<file path="config.mk">
export PLATFORM = sky130hd
export DESIGN_NAME = intersection_controller_flat
export DESIGN_NICKNAME = d
export VERILOG_FILES = /design/src/rtl/intersection_controller_pkg.sv /design/src/rtl/intersection_controller_if.sv /design/src/rtl/intersection_controller_phase_timer.sv /design/src/rtl/intersection_controller.sv /design/src/flat_wrapper.sv
export SDC_FILE = /design/constraint.sdc
export NUM_CORES = 1
export LEC_CHECK = 0
export ABC_CLOCK_PERIOD_IN_PS = 3520
export CELL_PAD_IN_SITES_DETAIL_PLACEMENT = 1
export CELL_PAD_IN_SITES_GLOBAL_PLACEMENT = 2
export CORE_UTILIZATION = 35
export DETAILED_ROUTE_END_ITERATION = 8
export GPL_ROUTABILITY_DRIVEN = 0
export PLACE_DENSITY_LB_ADDON = 0.1
export SYNTH_ARGS = -nofsm -noshare
export SYNTH_HDL_FRONTEND = slang
export SYNTH_SLANG_ARGS = --single-unit
export TNS_END_PERCENT = 5
</file>
<file path="constraint.sdc">
create_clock -name clk -period 3.52 [get_ports clk]
set_clock_uncertainty 0.2 [all_clocks]
set_input_delay 0.704 -clock clk [delete_from_list [all_inputs] [get_ports clk]]
set_output_delay 0.704 -clock clk [all_outputs]
set_load 0.01 [all_outputs]
</file>
<file path="src/rtl/intersection_controller_pkg.sv">
// Shared state encoding and lamp decode for the intersection controller.
// Build option: INTERSECTION_NIGHT_FLASH_EN enables the night-flash mode.
package intersection_controller_pkg;

  typedef enum logic [2:0] {
    ST_MAIN_GREEN  = 3'd0,
    ST_MAIN_YELLOW = 3'd1,
    ST_ALL_RED_1   = 3'd2,
    ST_SIDE_GREEN  = 3'd3,
    ST_SIDE_YELLOW = 3'd4,
    ST_ALL_RED_2   = 3'd5,
    ST_FLASH       = 3'd6
  } state_t;

  typedef struct packed {
    logic main_red;
    logic main_yellow;
    logic main_green;
    logic side_red;
    logic side_yellow;
    logic side_green;
  } lamps_t;

  function automatic int max_int(int a, int b);
    return (a > b) ? a : b;
  endfunction

  // One lamp per road in every state; FLASH blinks main yellow with side red.
  function automatic lamps_t decode_lamps(state_t s, logic flash_on);
    lamps_t l;
    l = '0;
    case (s)
      ST_MAIN_GREEN:  begin l.main_green  = 1'b1; l.side_red    = 1'b1; end
      ST_MAIN_YELLOW: begin l.main_yellow = 1'b1; l.side_red    = 1'b1; end
      ST_SIDE_GREEN:  begin l.main_red    = 1'b1; l.side_green  = 1'b1; end
      ST_SIDE_YELLOW: begin l.main_red    = 1'b1; l.side_yellow = 1'b1; end
      ST_FLASH:       begin l.main_yellow = flash_on; l.side_red = flash_on; end
      default:        begin l.main_red    = 1'b1; l.side_red    = 1'b1; end
    endcase
    return l;
  endfunction

endpackage

</file>
<file path="src/rtl/intersection_controller_if.sv">
// Sensor inputs and lamp outputs of the intersection controller.
// Build option: INTERSECTION_NIGHT_FLASH_EN adds the night input.
interface intersection_controller_if;
  logic side_car;
  logic ped_btn;
`ifdef INTERSECTION_NIGHT_FLASH_EN
  logic night;
`endif
  logic main_red;
  logic main_yellow;
  logic main_green;
  logic side_red;
  logic side_yellow;
  logic side_green;
  logic walk;
  logic ped_wait;

  modport master (
`ifdef INTERSECTION_NIGHT_FLASH_EN
    input  night,
`endif
    input  side_car, ped_btn,
    output main_red, main_yellow, main_green,
    output side_red, side_yellow, side_green,
    output walk, ped_wait
  );

  modport slave (
`ifdef INTERSECTION_NIGHT_FLASH_EN
    output night,
`endif
    output side_car, ped_btn,
    input  main_red, main_yellow, main_green,
    input  side_red, side_yellow, side_green,
    input  walk, ped_wait
  );
endinterface

</file>
<file path="src/rtl/intersection_controller_phase_timer.sv">
// Loadable down-counter that times each phase; parks at zero.
module phase_timer #(
  parameter int               WIDTH     = 4,
  parameter logic [WIDTH-1:0] RESET_VAL = '0
) (
  input  logic             clk,
  input  logic             reset,
  input  logic             i_load,
  input  logic [WIDTH-1:0] i_load_val,
  output logic             o_done
);

  logic [WIDTH-1:0] r_count;

  always_ff @(posedge clk or negedge reset) begin
    if (!reset) begin
      r_count <= RESET_VAL;
    end else if (i_load) begin
      r_count <= i_load_val;
    end else if (r_count != '0) begin
      r_count <= r_count - 1'b1;
    end
  end

  assign o_done = (r_count == '0);

endmodule

</file>
<file path="src/rtl/intersection_controller.sv">
// Two-road intersection sequencer with pedestrian crossing over the main road.
// Build option: INTERSECTION_NIGHT_FLASH_EN adds the night-flash mode.
module intersection_controller
  import intersection_controller_pkg::*;
#(
  parameter int MIN_GREEN   = 8,
  parameter int SIDE_GREEN  = 6,
  parameter int YELLOW_TIME = 3,
  parameter int CLEAR_TIME  = 2
`ifdef INTERSECTION_NIGHT_FLASH_EN
  , parameter int FLASH_HALF = 4
`endif
) (
  input  logic                       clk,
  input  logic                       reset,
  intersection_controller_if.master  bus
);

`ifdef INTERSECTION_NIGHT_FLASH_EN
  localparam int MAX_DUR = max_int(max_int(max_int(MIN_GREEN, SIDE_GREEN),
                                           max_int(YELLOW_TIME, CLEAR_TIME)), FLASH_HALF);
`else
  localparam int MAX_DUR = max_int(max_int(MIN_GREEN, SIDE_GREEN),
                                   max_int(YELLOW_TIME, CLEAR_TIME));
`endif
  localparam int TW = $clog2(MAX_DUR) + 1;

  state_t          r_state;
  state_t          w_next;
  lamps_t          r_lamps;
  logic            r_ped_pending;
  logic            r_walk_active;
  logic            r_walk;
  logic            w_pend_next;
  logic            w_walk_act_next;
  logic            w_flash_next;
  logic            w_night;
  logic            w_done;
  logic            w_load;
  logic [TW-1:0]   w_load_val;

  function automatic logic [TW-1:0] dur(state_t s);
    case (s)
      ST_MAIN_GREEN:  return TW'(MIN_GREEN - 1);
      ST_MAIN_YELLOW: return TW'(YELLOW_TIME - 1);
      ST_SIDE_GREEN:  return TW'(SIDE_GREEN - 1);
      ST_SIDE_YELLOW: return TW'(YELLOW_TIME - 1);
`ifdef INTERSECTION_NIGHT_FLASH_EN
      ST_FLASH:       return TW'(FLASH_HALF - 1);
`endif
      default:        return TW'(CLEAR_TIME - 1);
    endcase
  endfunction

`ifdef INTERSECTION_NIGHT_FLASH_EN
  logic r_night_seq;
  logic r_flash_on;
  assign w_night      = bus.night;
  assign w_flash_next = (r_state != ST_FLASH) ? 1'b1 : (w_done ? ~r_flash_on : r_flash_on);
`else
  assign w_night      = 1'b0;
  assign w_flash_next = 1'b0;
`endif

  // Main green parks once its minimum expires and waits for demand.
  always_comb begin
    w_next = r_state;
    case (r_state)
      ST_MAIN_GREEN:  if (w_done && (w_night || bus.side_car || r_ped_pending)) w_next = ST_MAIN_YELLOW;
      ST_MAIN_YELLOW: if (w_done) w_next = ST_ALL_RED_1;
`ifdef INTERSECTION_NIGHT_FLASH_EN
      ST_ALL_RED_1:   if (w_done) w_next = r_night_seq ? ST_FLASH : ST_SIDE_GREEN;
      ST_FLASH:       if (!w_night) w_next = ST_ALL_RED_2;
`else
      ST_ALL_RED_1:   if (w_done) w_next = ST_SIDE_GREEN;
`endif
      ST_SIDE_GREEN:  if (w_done) w_next = ST_SIDE_YELLOW;
      ST_SIDE_YELLOW: if (w_done) w_next = ST_ALL_RED_2;
      ST_ALL_RED_2:   if (w_done) w_next = ST_MAIN_GREEN;
      default:        w_next = ST_ALL_RED_2;
    endcase
  end

  // A press in the last clearance cycle is served by the side phase now starting.
  always_comb begin
    w_pend_next     = r_ped_pending | bus.ped_btn;
    w_walk_act_next = r_walk_active & (w_next == ST_SIDE_GREEN);
    if ((r_state == ST_ALL_RED_1) && (w_next == ST_SIDE_GREEN)) begin
      w_pend_next     = 1'b0;
      w_walk_act_next = r_ped_pending | bus.ped_btn;
    end
  end

  assign w_load     = (w_next != r_state) || ((r_state == ST_FLASH) && w_done);
  assign w_load_val = dur(w_next);

  phase_timer #(
    .WIDTH     (TW),
    .RESET_VAL (TW'(CLEAR_TIME - 1))
  ) u_timer (
    .clk        (clk),
    .reset      (reset),
    .i_load     (w_load),
    .i_load_val (w_load_val),
    .o_done     (w_done)
  );

  always_ff @(posedge clk or negedge reset) begin
    if (!reset) begin
      r_state       <= ST_ALL_RED_2;
      r_lamps       <= decode_lamps(ST_ALL_RED_2, 1'b0);
      r_ped_pending <= 1'b0;
      r_walk_active <= 1'b0;
      r_walk        <= 1'b0;
`ifdef INTERSECTION_NIGHT_FLASH_EN
      r_night_seq   <= 1'b0;
      r_flash_on    <= 1'b0;
`endif
    end else begin
      r_state       <= w_next;
      r_lamps       <= decode_lamps(w_next, w_flash_next);
      r_ped_pending <= w_pend_next;
      r_walk_active <= w_walk_act_next;
      r_walk        <= w_walk_act_next & (w_next == ST_SIDE_GREEN);
`ifdef INTERSECTION_NIGHT_FLASH_EN
      r_flash_on    <= w_flash_next;
      if ((r_state == ST_MAIN_GREEN) && (w_next != ST_MAIN_GREEN)) r_night_seq <= w_night;
`endif
    end
  end

  assign bus.main_red    = r_lamps.main_red;
  assign bus.main_yellow = r_lamps.main_yellow;
  assign bus.main_green  = r_lamps.main_green;
  assign bus.side_red    = r_lamps.side_red;
  assign bus.side_yellow = r_lamps.side_yellow;
  assign bus.side_green  = r_lamps.side_green;
  assign bus.walk        = r_walk;
  assign bus.ped_wait    = r_ped_pending;

endmodule

</file>
<file path="src/flat_wrapper.sv">
// flat-port wrapper written by rule: the top's interface ports become plain ports
module intersection_controller_flat import intersection_controller_pkg::*;
#(
  parameter int MIN_GREEN   = 8,
  parameter int SIDE_GREEN  = 6,
  parameter int YELLOW_TIME = 3,
  parameter int CLEAR_TIME  = 2

)
  (clk, reset, bus_side_car, bus_ped_btn, bus_main_red, bus_main_yellow, bus_main_green, bus_side_red, bus_side_yellow, bus_side_green, bus_walk, bus_ped_wait);
  intersection_controller_if bus_i ();
  input  logic clk;
  input  logic reset;
  input wire logic [$bits(bus_i.side_car)-1:0] bus_side_car;
  input wire logic [$bits(bus_i.ped_btn)-1:0] bus_ped_btn;
  output wire logic [$bits(bus_i.main_red)-1:0] bus_main_red;
  output wire logic [$bits(bus_i.main_yellow)-1:0] bus_main_yellow;
  output wire logic [$bits(bus_i.main_green)-1:0] bus_main_green;
  output wire logic [$bits(bus_i.side_red)-1:0] bus_side_red;
  output wire logic [$bits(bus_i.side_yellow)-1:0] bus_side_yellow;
  output wire logic [$bits(bus_i.side_green)-1:0] bus_side_green;
  output wire logic [$bits(bus_i.walk)-1:0] bus_walk;
  output wire logic [$bits(bus_i.ped_wait)-1:0] bus_ped_wait;
  assign bus_i.side_car = bus_side_car;
  assign bus_i.ped_btn = bus_ped_btn;
  assign bus_main_red = bus_i.main_red;
  assign bus_main_yellow = bus_i.main_yellow;
  assign bus_main_green = bus_i.main_green;
  assign bus_side_red = bus_i.side_red;
  assign bus_side_yellow = bus_i.side_yellow;
  assign bus_side_green = bus_i.side_green;
  assign bus_walk = bus_i.walk;
  assign bus_ped_wait = bus_i.ped_wait;
  intersection_controller #(.MIN_GREEN(MIN_GREEN), .SIDE_GREEN(SIDE_GREEN), .YELLOW_TIME(YELLOW_TIME), .CLEAR_TIME(CLEAR_TIME)) u_core (.clk(clk), .reset(reset), .bus(bus_i));
endmodule
</file>
==> reports/summary.txt <==
max layer used -> met3
largest area contributor in the netlist -> dfrtp_1
vias -> 693
share of post-route cells with drive strength above 1 -> 13.5%
ANT cells -> 0
Synth area leaders -> dfrtp_1, dfstp_2, o21ai_0
routed wl met2 -> 892 um
Mapped Avg Cell Area -> 9.65 sq um
Tot Pwr -> 857 uW
RSZ-0062 raised after global routing -> no
Startpoint Class -> flip-flop
CTS H-tree lvls -> 1
TritonCTS clock tree -> yes
vias per std cell -> 5.59
wire length per cell -> 15.4 um
Crit path max-delay family -> compound AO/OA/AOI/OAI gates
grt ovf -> 0
Synth Flop Type -> dfrtp_1
Die W -> 50.7 um
met1 wire length -> 927 um
Fin Hold WS -> 0.349 ns
fin crit share -> 63.8%
Port-buffer cells -> 11
Final setup viols -> 0
Layout Area Growth over Synthesis -> 17.8%
Iter 0 DRT Violations -> 5
EDFF count, synth -> 0
setup bufs post-CTS -> 0
Filler Cell Count -> 268
min cycle time layout -> 2.25 ns
worst min-delay path class -> flip-flop to flip-flop
register bit total from synthesis -> 16
final instance area -> 977 sq um
starting density of the core -> 37.1%
Post-route DRC -> 0
initial antenna violation count -> 0
critical path type -> flip-flop to flip-flop
routed wire length -> 1900 um
commonest non-fill, non-tap cells in the layout -> clkdlybuf4s50_1, dfrtp_1, nand2_1
metal3 WL -> 83 um
GRT Overall Usage -> 17.4%
io pins -> 12
Worst Path Buf+Inv -> 1
Root Buffer Master -> clkbuf_4
CTS Hold Buffers Added -> 0
Die Ht -> 50.7 um
Post-Synthesis Cell Area -> 830 sq um
sequential fraction of the synthesis area -> 49.0%
first-pass GRT wire length -> 3210 um
critical path, cell by cell -> inv_1, ha_1, or3b_1, a2111oi_0, a211oi_1
CTS max path bufs -> 2
Core Area -> 2230 sq um
syn_nets -> 91
Sequential cell area -> 407 sq um
YS warnings -> 0
post-synth top area share -> 33.2%
largest net degree at the start of global routing -> 18
post_cts resized -> 0
setup TNS -> 0 ns
Routed Antenna Nets -> 0
worst path arrival time -> 2.26 ns
ys async rst share -> 100%
total CTS buffers -> 3
multi-input logic area -> 380 sq um
worst-margin pin slew -> 0.778 ns
Syn Inst Count -> 86
final max-slew violation count -> 0
CTS sink cnt -> 16
max-cap violations -> 0
Layout Nets -> 102
Site Rows -> 17
Post-DP Area -> 951 sq um
Max stage delay on crit path -> 0.54 ns
Fin. Hold Viols -> 0
Max-slew headroom -> 47.4%
Worst EP required -> 3.53 ns
Worst path slowest cell -> a2111oi_0
VDD IR max -> 0.462 mV
hpwl dp -> 1340 um
PD cells -> 877 nW/um^2
CP Capture Type -> flip-flop
1st-pass router iterations -> 3
leakage -> 0.000392 uW
outcome -> finished clean
Die Area -> 2570 sq um
vias in the first global route -> 684
Cell variety after synth -> 34
Worst-Skew Late Latency -> 0.29 ns
maximum clock rate -> 0.445 GHz
Max Fanout on Critical Path -> 8
clock slew at reported path FFs -> 0.10 ns
==> metrics by stage <==
| stage | util, % | worst slack, ns | std cells |
|---|---|---|---|
| 2_1_floorplan | - | 1.60 | 86 |
| 3_3_place_gp | 42.6 | 1.33 | 120 |
| 3_5_place_dp | 42.6 | 1.30 | 120 |
| 4_1_cts | 43.8 | 1.27 | 124 |
| 5_1_grt | 43.8 | 1.10 | 124 |
| 6_report | 43.8 | 1.27 | 124 |
==> synth_stat cells (2+ instances only) <==
| library cell | instances |
|---|---|
| a211oi_1 | 2 |
| nor3_1 | 4 |
| or2_2 | 2 |
| mux2i_1 | 2 |
| nand3_1 | 5 |
| o21ai_0 | 6 |
| o311a_2 | 2 |
| a21oi_1 | 5 |
| dfrtp_1 | 11 |
| nand2_1 | 7 |
| dfstp_2 | 5 |
| nor2b_1 | 2 |
| clkbuf_1 | 3 |
| nor2_1 | 5 |
| inv_1 | 5 |
| nor3b_1 | 2 |
==> cell families (layout without fill, tap and decap cells) <==
family / count (synthesis) / count (layout) / synth area share (%)
adder cells (fa/ha/maj): 1 / 1 / 1.51
AND/OR/NAND/NOR: 34 / 34 / 22.9
multiplexers: 2 / 2 / 2.41
flip-flops: 16 / 16 / 49.0
AO/OA/AOI/OAI: 22 / 22 / 17.9
XOR/XNOR: 1 / 1 / 1.06
buffers and inverters: 10 / 20 / 5.13
==> routing by layer <==
metal	global-route usage, %	vias up
met2	26.4	10
li1	-	329
met5	0	-
met1	23.5	354
met4	4.17	0
met3	6.36	0
==> final cells by class <==
type,instances,area share (%)
Multi-Input combinational cell,60,38.9
Clock buffer,4,2.69
Timing Repair Buffer,11,11.3
Tap cell,28,3.59
Inverter,5,1.92
Sequential cell,16,41.6
==> registers in the layout, summed over array words and instances, names as in the netlist <==
register	count
u_core.r_state	3
u_core.bus.side_green	1
u_core.r_walk_active	1
u_core.bus.main_yellow	1
u_core.bus.walk	1
u_core.bus.main_green	1
u_core.bus.ped_wait	1
u_core.bus.main_red	1
u_core.bus.side_yellow	1
u_core.u_timer.r_count	4
u_core.bus.side_red	1
==> power breakdown <==
group	switching, uW	leakage, uW	total (uW)	internal, uW
sequential	89.4	0.000194	352	263
combinational	203	0.000183	402	200
clock	58.2	0.0000150	102	44.1
total	350	0.000392	857	506
==> worst min-delay path, delay by kind of cell (launching register included) <==
kind             cells  cell delay [ns]
flip-flops           1             0.37
AO/OA/AOI/OAI        1             0.07
AND/OR/NAND/NOR      1             0.09
==> path summary, 6_finish.rpt <==
check / end / start / cells after the start / slack, ns
hold / removal: u_core.bus.walk / u_core.r_walk_active / 2 / 0.35
setup reg to reg: u_core.u_timer.r_count[0] / u_core.u_timer.r_count[0] / 5 / 1.27
hold reg to reg: u_core.bus.walk / u_core.r_walk_active / 2 / 0.35
setup / recovery: u_core.u_timer.r_count[0] / u_core.u_timer.r_count[0] / 5 / 1.27
min in group asynchronous: u_core.u_timer.r_count[1] / reset / 1 / 0.62
max in group asynchronous: u_core.r_state[1] / reset / 1 / 2.02
No activity file was read; power rests on OpenSTA's default activity.
